===== src/rtl/sys_bus_pkg.sv =====
// Shared types and sizing helpers for the multi-host simple-system bus.
package sys_bus_pkg;

  localparam int unsigned MaxIdxW = 8;

  // One in-flight transaction: who issued it, where it went, and whether it missed every window.
  typedef struct packed {
    logic [MaxIdxW-1:0] host;
    logic [MaxIdxW-1:0] device;
    logic               decerr;
  } track_entry_t;

  function automatic int unsigned idx_w(input int unsigned n);
    return (n > 1) ? $clog2(n) : 1;
  endfunction

  function automatic int unsigned cnt_w(input int unsigned n);
    return $clog2(n + 1);
  endfunction

endpackage


===== src/rtl/sys_bus_arb.sv =====
// Host arbiter: fixed priority by default, round-robin when SYS_BUS_RR_ARB_EN is defined.
module sys_bus_arb
  import sys_bus_pkg::*;
#(
  parameter  int unsigned NrHosts = 1,
  localparam int unsigned IdxW    = idx_w(NrHosts)
) (
  input  logic               clk_i,
  input  logic               rst_ni,
  input  logic               en,
  input  logic [NrHosts-1:0] req,
  output logic [NrHosts-1:0] gnt,
  output logic               valid,
  output logic [IdxW-1:0]    idx
);

`ifdef SYS_BUS_RR_ARB_EN
  logic [IdxW-1:0] last_q;
  int unsigned     cand;

  // NOTE: every always_comb output gets a blocking default first, so no path can infer a latch.
  always_comb begin
    valid = 1'b0;
    idx   = '0;
    gnt   = '0;
    cand  = 0;
    for (int unsigned i = 1; i <= NrHosts; i++) begin
      cand = (32'(last_q) + i) % NrHosts;
      if (en && !valid && req[IdxW'(cand)]) begin
        valid = 1'b1;
        idx   = IdxW'(cand);
      end
    end
    if (valid) gnt[idx] = 1'b1;
  end

  // Reset value makes host 0 the first one searched.
  always_ff @(posedge clk_i or negedge rst_ni) begin
    if (!rst_ni)    last_q <= IdxW'(NrHosts - 1);
    else if (valid) last_q <= idx;
  end
`else
  logic unused_clk_rst;
  assign unused_clk_rst = ^{clk_i, rst_ni};

  always_comb begin
    valid = 1'b0;
    idx   = '0;
    gnt   = '0;
    for (int i = int'(NrHosts) - 1; i >= 0; i--) begin
      if (en && req[IdxW'(i)]) begin
        valid = 1'b1;
        idx   = IdxW'(i);
      end
    end
    if (valid) gnt[idx] = 1'b1;
  end
`endif

endmodule


===== src/rtl/sys_bus_mh.sv =====
// Multi-host pipelined bus with base/mask decode and in-order response tracking.
// Arbitration policy selected by SYS_BUS_RR_ARB_EN (see sys_bus_arb).
module sys_bus_mh
  import sys_bus_pkg::*;
#(
  parameter int unsigned NrDevices      = 1,
  parameter int unsigned NrHosts        = 1,
  parameter int unsigned DataWidth      = 32,
  parameter int unsigned AddressWidth   = 32,
  parameter int unsigned MaxOutstanding = 2
) (
  input  logic                    clk_i,
  input  logic                    rst_ni,

  input  logic [NrHosts-1:0]      host_req_i,
  input  logic [NrHosts-1:0]      host_we_i,
  input  logic [AddressWidth-1:0] host_addr_i  [NrHosts],
  input  logic [DataWidth/8-1:0]  host_be_i    [NrHosts],
  input  logic [DataWidth-1:0]    host_wdata_i [NrHosts],
  output logic [NrHosts-1:0]      host_gnt_o,
  output logic [NrHosts-1:0]      host_rvalid_o,
  output logic [NrHosts-1:0]      host_err_o,
  output logic [DataWidth-1:0]    host_rdata_o [NrHosts],

  output logic [NrDevices-1:0]    device_req_o,
  output logic [NrDevices-1:0]    device_we_o,
  output logic [AddressWidth-1:0] device_addr_o  [NrDevices],
  output logic [DataWidth/8-1:0]  device_be_o    [NrDevices],
  output logic [DataWidth-1:0]    device_wdata_o [NrDevices],
  input  logic [NrDevices-1:0]    device_rvalid_i,
  input  logic [NrDevices-1:0]    device_err_i,
  input  logic [DataWidth-1:0]    device_rdata_i [NrDevices],

  input  logic [AddressWidth-1:0] cfg_device_addr_base_i [NrDevices],
  input  logic [AddressWidth-1:0] cfg_device_addr_mask_i [NrDevices]
);

  localparam int unsigned HostW = idx_w(NrHosts);
  localparam int unsigned DevW  = idx_w(NrDevices);
  localparam int unsigned PtrW  = idx_w(MaxOutstanding);
  localparam int unsigned CntW  = cnt_w(MaxOutstanding);

  logic                arb_valid;
  logic [HostW-1:0]    win;
  logic                fifo_full;
  logic                fifo_empty;
  logic                dec_hit;
  logic [DevW-1:0]     dec_dev;
  logic                push;
  logic                pop;
  track_entry_t        head;
  track_entry_t        new_entry;
  logic [HostW-1:0]    head_host;
  logic [DevW-1:0]     head_dev;

  track_entry_t        fifo_q [MaxOutstanding];
  logic [PtrW-1:0]     wptr_q;
  logic [PtrW-1:0]     rptr_q;
  logic [CntW-1:0]     count_q;

  sys_bus_arb #(.NrHosts(NrHosts)) u_arb (
    .clk_i (clk_i),
    .rst_ni(rst_ni),
    .en    (!fifo_full),
    .req   (host_req_i),
    .gnt   (host_gnt_o),
    .valid (arb_valid),
    .idx   (win)
  );

  // Walk downwards so the lowest matching index is the one left standing.
  always_comb begin
    dec_hit = 1'b0;
    dec_dev = '0;
    for (int d = int'(NrDevices) - 1; d >= 0; d--) begin
      if ((host_addr_i[win] & cfg_device_addr_mask_i[DevW'(d)]) == cfg_device_addr_base_i[DevW'(d)]) begin
        dec_hit = 1'b1;
        dec_dev = DevW'(d);
      end
    end
  end

  always_comb begin
    device_req_o   = '0;
    device_we_o    = '0;
    device_addr_o  = '{default: '0};
    device_be_o    = '{default: '0};
    device_wdata_o = '{default: '0};
    if (arb_valid && dec_hit) begin
      device_req_o[dec_dev]   = 1'b1;
      device_we_o[dec_dev]    = host_we_i[win];
      device_addr_o[dec_dev]  = host_addr_i[win];
      device_be_o[dec_dev]    = host_be_i[win];
      device_wdata_o[dec_dev] = host_wdata_i[win];
    end
  end

  assign fifo_empty = (count_q == '0);
  assign fifo_full  = (count_q == CntW'(MaxOutstanding));
  assign head       = fifo_q[rptr_q];
  assign head_host  = HostW'(head.host);
  assign head_dev   = DevW'(head.device);
  assign push       = arb_valid;
  // Decode errors retire on their own as soon as they reach the head.
  assign pop        = !fifo_empty && (head.decerr || device_rvalid_i[head_dev]);

  assign new_entry = '{host: MaxIdxW'(win), device: MaxIdxW'(dec_dev), decerr: !dec_hit};

  // NOTE: entry storage has no reset; count_q gates every read, so stale contents are never seen.
  always_ff @(posedge clk_i) begin
    if (push) fifo_q[wptr_q] <= new_entry;
  end

  always_ff @(posedge clk_i or negedge rst_ni) begin
    if (!rst_ni) begin
      wptr_q  <= '0;
      rptr_q  <= '0;
      count_q <= '0;
    end else begin
      if (push) wptr_q <= (wptr_q == PtrW'(MaxOutstanding - 1)) ? '0 : wptr_q + 1'b1;
      if (pop)  rptr_q <= (rptr_q == PtrW'(MaxOutstanding - 1)) ? '0 : rptr_q + 1'b1;
      case ({push, pop})
        2'b10:   count_q <= count_q + 1'b1;
        2'b01:   count_q <= count_q - 1'b1;
        default: count_q <= count_q;
      endcase
    end
  end

  always_comb begin
    host_rvalid_o = '0;
    host_err_o    = '0;
    host_rdata_o  = '{default: '0};
    if (pop) begin
      host_rvalid_o[head_host] = 1'b1;
      if (head.decerr) begin
        host_err_o[head_host] = 1'b1;
      end else begin
        host_err_o[head_host]   = device_err_i[head_dev];
        host_rdata_o[head_host] = device_rdata_i[head_dev];
      end
    end
  end

  // Responses still in flight from before a reset may land in the first cycle after release.
  logic                 armed_q;
  logic [NrDevices-1:0] resp_ok;

  always_ff @(posedge clk_i or negedge rst_ni) begin
    if (!rst_ni) armed_q <= 1'b0;
    else         armed_q <= 1'b1;
  end

  always_comb begin
    resp_ok = '0;
    if (!fifo_empty && !head.decerr) resp_ok[head_dev] = 1'b1;
  end

  a_resp_from_head: assert property (@(posedge clk_i) disable iff (!rst_ni || !armed_q)
    (device_rvalid_i & ~resp_ok) == '0);

endmodule


===== config.mk =====
export PLATFORM = sky130hd
export DESIGN_NAME = sys_bus_mh
export DESIGN_NICKNAME = d
export VERILOG_FILES = /design/src/rtl/sys_bus_pkg.sv /design/src/rtl/sys_bus_arb.sv /design/src/rtl/sys_bus_mh.sv
export SDC_FILE = /design/constraint.sdc
export NUM_CORES = 1
export LEC_CHECK = 0
export CAP_MARGIN = 20
export CORE_MARGIN = 8
export CORE_UTILIZATION = 22
export CTS_BUF_LIST = sky130_fd_sc_hd__clkbuf_4
export CTS_CLUSTER_DIAMETER = 200
export DETAILED_ROUTE_END_ITERATION = 10
export PLACE_DENSITY = 0.8
export SLEW_MARGIN = 20
export SYNTH_ARGS = -nofsm -noshare
export SYNTH_HDL_FRONTEND = slang
export SYNTH_HIERARCHICAL = 1
export SYNTH_SLANG_ARGS = --single-unit
export TNS_END_PERCENT = 20

===== constraint.sdc =====
create_clock -name clk_i -period 2.2 [get_ports clk_i]
set_input_delay 0.44 -clock clk_i [delete_from_list [all_inputs] [get_ports clk_i]]
set_output_delay 0.44 -clock clk_i [all_outputs]
set_load 0.03 [all_outputs]

==> results.txt <==
Num Clock Sinks - 8
final HPWL from detailed placement - 10900 um
IO Pins - 275
worst vdd ir - 0.232 mV
CTS Root Buffer Type - sky130_fd_sc_hd__clkbuf_4
die area - 11600 um^2
number of port buffers - 274
proportion of layout cells with a drive suffix above 1 - 41.1%
via density per instance - 4.95
Final Instance Count excl. Fillers - 641
setup ws final - -0.470 ns
via total after detailed routing - 3176
Simple-Gate Fraction of Synth Area - 59.3%
placed instance area - 4710 um^2
clk_skew - 0.000880 ns
delay of the slowest critical-path stage - 0.31 ns
total overflow reported by the global router - 0
number of enable-type register cells in the synthesized netlist - 4
number of antenna-violating nets in the routed design - 0
top cells by count, synth - 65 x sky130_fd_sc_hd__and4_1, 34 x sky130_fd_sc_hd__and2_1, 18 x sky130_fd_sc_hd__clkbuf_1, 18 x sky130_fd_sc_hd__xor2_1, 17 x sky130_fd_sc_hd__nand2_1
leading post-synthesis cells by cell area - sky130_fd_sc_hd__and4_1 31%, sky130_fd_sc_hd__and2_1 12%, sky130_fd_sc_hd__xor2_1 8.6%
die height - 108 um
first-pass GRT wire length - 20600 um
first-pass iteration count of the detailed router - 4
global-route usage over all layers - 23.0%
Avg Synthesized Cell Area - 7.65 um^2
Pwr Density - 316 nW/um^2
unrepaired setup endpoints after global routing - yes
violations in the final reports - setup timing
smallest hold slack - 0.381 ns
TritonCTS Buffers - 3
Critical Path Slowest Stage Cell - sky130_fd_sc_hd__nor4_4
DIE WIDTH - 108 um
Longest Clk Path Bufs - 2
worst skew pair latency - 0.25 ns
Main synth FF type - sky130_fd_sc_hd__edfxtp_1
clock period minus worst slack - 2.67 ns
clock transition at the registers of the reported paths - 0.06 ns
mux share of post-synthesis cell area - 0.611%
clock tree from TritonCTS - done
max-slew violation count - 0
instance count of the mapped netlist - 241
vias in the first global route - 3533
relative area change from synthesis to final layout - 187%
arrival time at the worst endpoint - 2.23 ns
RePlAce Congestion - 0.847
Max Clk Rate - 375 MHz
status - finished with violations
Total Routed Length - 13900 um
cell count after placement - 611
initial antenna violation count - 6
average routed wire per standard cell - 21.7 um
Period Utilization, post-route - 121%
area of all placed cells without fillers - 5300 um^2
cells along the critical path - dlygate4sd2_1, nand2_1, xor2_1, nand4_1, nor4_4, buf_4, buf_8, clkbuf_16, and4_1, buf_6
worst setup timing slack at the placement stage - -0.830 ns
Final Hold Fails - 0
buffering stage count on the worst path with inverters included - 5
effective utilization at floorplan - 22.5%
flops & latches, synth - 8
hold bufs inserted after CTS - 0
cell with the most instances after synthesis - sky130_fd_sc_hd__and4_1
largest net degree at the start of global routing - 39
compound-cell area share of the yosys netlist - 10.5%
dominant cell type by area after synthesis - sky130_fd_sc_hd__and4_1
syn nets - 412
Setup Viol. Count Final - 70
First DRT Iteration DRCs - 89
post-synthesis share of cell area spent on full adders, half adders and majority gates - 0.679%
largest family of logic cells by synthesized area - simple AND/OR/NAND/NOR gates
area of the core - 8180 um^2
number of different library cells in the post-synthesis netlist - 33
number of violations of the max-capacitance limit - 0
post-synth top area share - 30.9%
CP Class - in2out
critical path fanouts, max - 6
Worst Setup Start Kind - primary input
total number of yosys warnings - 6
Crit path required time - 1.76 ns
Remaining DRCs - 0
TNS Setup - -30.95 ns
deepest level of the CTS H-tree - 1
number of nets in the layout - 702
fraction of synthesis flops using an asynchronous set or reset pin - 50.0%
area share of xor/xnor cells in the synthesized design - 9.98%
cell family contributing the most delay on the critical path - buffers and inverters
Netlist Area Pre-Place - 1840 um^2
Leak - 2.47 nW
class of the tightest hold or removal check - in2async
register area share after synthesis - 11.9%
endpoint class of the critical path - primary output
std cell rows - 33
==> area by class of cell <==
| type | instances | area (um^2) |
|---|---|---|
| inverter | 2 | 7.51 |
| sequential | 8 | 220 |
| antenna | 6 | 15.0 |
| multi-input combinational | 204 | 1640 |
| timing repair buffer | 312 | 3250 |
| tap | 105 | 131 |
| clock buffer | 4 | 30.0 |
| fill | 670 | 2880 |
==> kinds of logic (layout without fill, tap and decap cells) <==
kind of cell             after synthesis  after routing
XOR/XNOR                              21             21
adder cells (fa/ha/maj)                1              1
flip-flops                             8              8
multiplexers                           1              1
AND/OR/NAND/NOR                      152            152
other                                  1              7
AO/OA/AOI/OAI                         28             28
buffers and inverters                 29            318
==> path summary, 6_finish.rpt <==
check	from	end	slack, ns	depth (start not counted)
setup reg to reg	rptr_q	count_q[1]	0.46	7
min in group clk_i	wptr_q	wptr_q	0.50	1
hold reg to reg	wptr_q	wptr_q	0.50	1
max in group asynchronous	rst_ni	count_q[0]	1.66	1
setup / recovery	host_addr_i[18]	device_addr_o[25]	-0.47	10
hold / removal	rst_ni	rptr_q	0.38	1
==> timing repair <==
| item | CTS | global route |
|---|---|---|
| setup buffers | 11 | 1 |
| pin swaps | 97 | 38 |
| endpoints found under the setup margin | 102 | 104 |
| endpoints found under the hold margin | 0 | 0 |
| gates resized for setup | 247 | 55 |
| cloned | 7 | 4 |
==> per-stage QoR <==
stage / total power [mW] / util [%]
detailed placement: 1.54 / 57.7
finish: 1.68 / 64.8
global route: 1.79 / 64.8
CTS: 1.66 / 64.2
global placement: 1.52 / 57.7
floorplan: 0.818 / -
==> worst register-to-register path: stages, from the launching register on <==
cell and delay (ns):
sky130_fd_sc_hd__dfrtp_1 0.40, sky130_fd_sc_hd__mux2_4 0.33, sky130_fd_sc_hd__o22ai_4 0.15, sky130_fd_sc_hd__buf_4 0.15, sky130_fd_sc_hd__inv_1 0.04, sky130_fd_sc_hd__ha_1 0.30, sky130_fd_sc_hd__nor2_1 0.14, sky130_fd_sc_hd__xor2_1 0.15
==> layer usage <==
layer | wire length (um) | track usage (%)
met5 | 0 | 0
met3 | 1600 | 9.22
met1 | 4690 | 22.4
met4 | 431 | 9.81
met2 | 7210 | 41.9
==> report_power, final <==
group | switching [mW] | internal, mW
Combinational | 0.599 | 0.670
Sequential | 0.0562 | 0.217
Clock | 0.0521 | 0.0818
Total | 0.707 | 0.969
==> cell usage in the layout, fill, tap and decap left out, types with 5 or more instances in the layout <==
cell type and count:
sky130_fd_sc_hd__clkdlybuf4s15_1 10, sky130_fd_sc_hd__buf_12 20, sky130_fd_sc_hd__and3_1 8, sky130_fd_sc_hd__buf_2 9, sky130_fd_sc_hd__a21oi_1 6, sky130_fd_sc_hd__clkdlybuf4s50_1 73
sky130_fd_sc_hd__nand4_1 6, sky130_fd_sc_hd__dlygate4sd2_1 61, sky130_fd_sc_hd__buf_6 72, sky130_fd_sc_hd__and2_1 33, sky130_fd_sc_hd__and4_4 24, sky130_fd_sc_hd__nand2_1 16
sky130_fd_sc_hd__a211oi_2 5, sky130_fd_sc_hd__diode_2 6, sky130_fd_sc_hd__buf_4 46, sky130_fd_sc_hd__xor2_1 18, sky130_fd_sc_hd__and4_1 44, sky130_fd_sc_hd__clkbuf_2 9
==> flip-flops by register name, indices dropped and copies added, names as in the netlist <==
register  cells
count_q       2
rptr_q        1
wptr_q        1
fifo_q        4
Note: power is estimated with default switching activity, not from simulation.
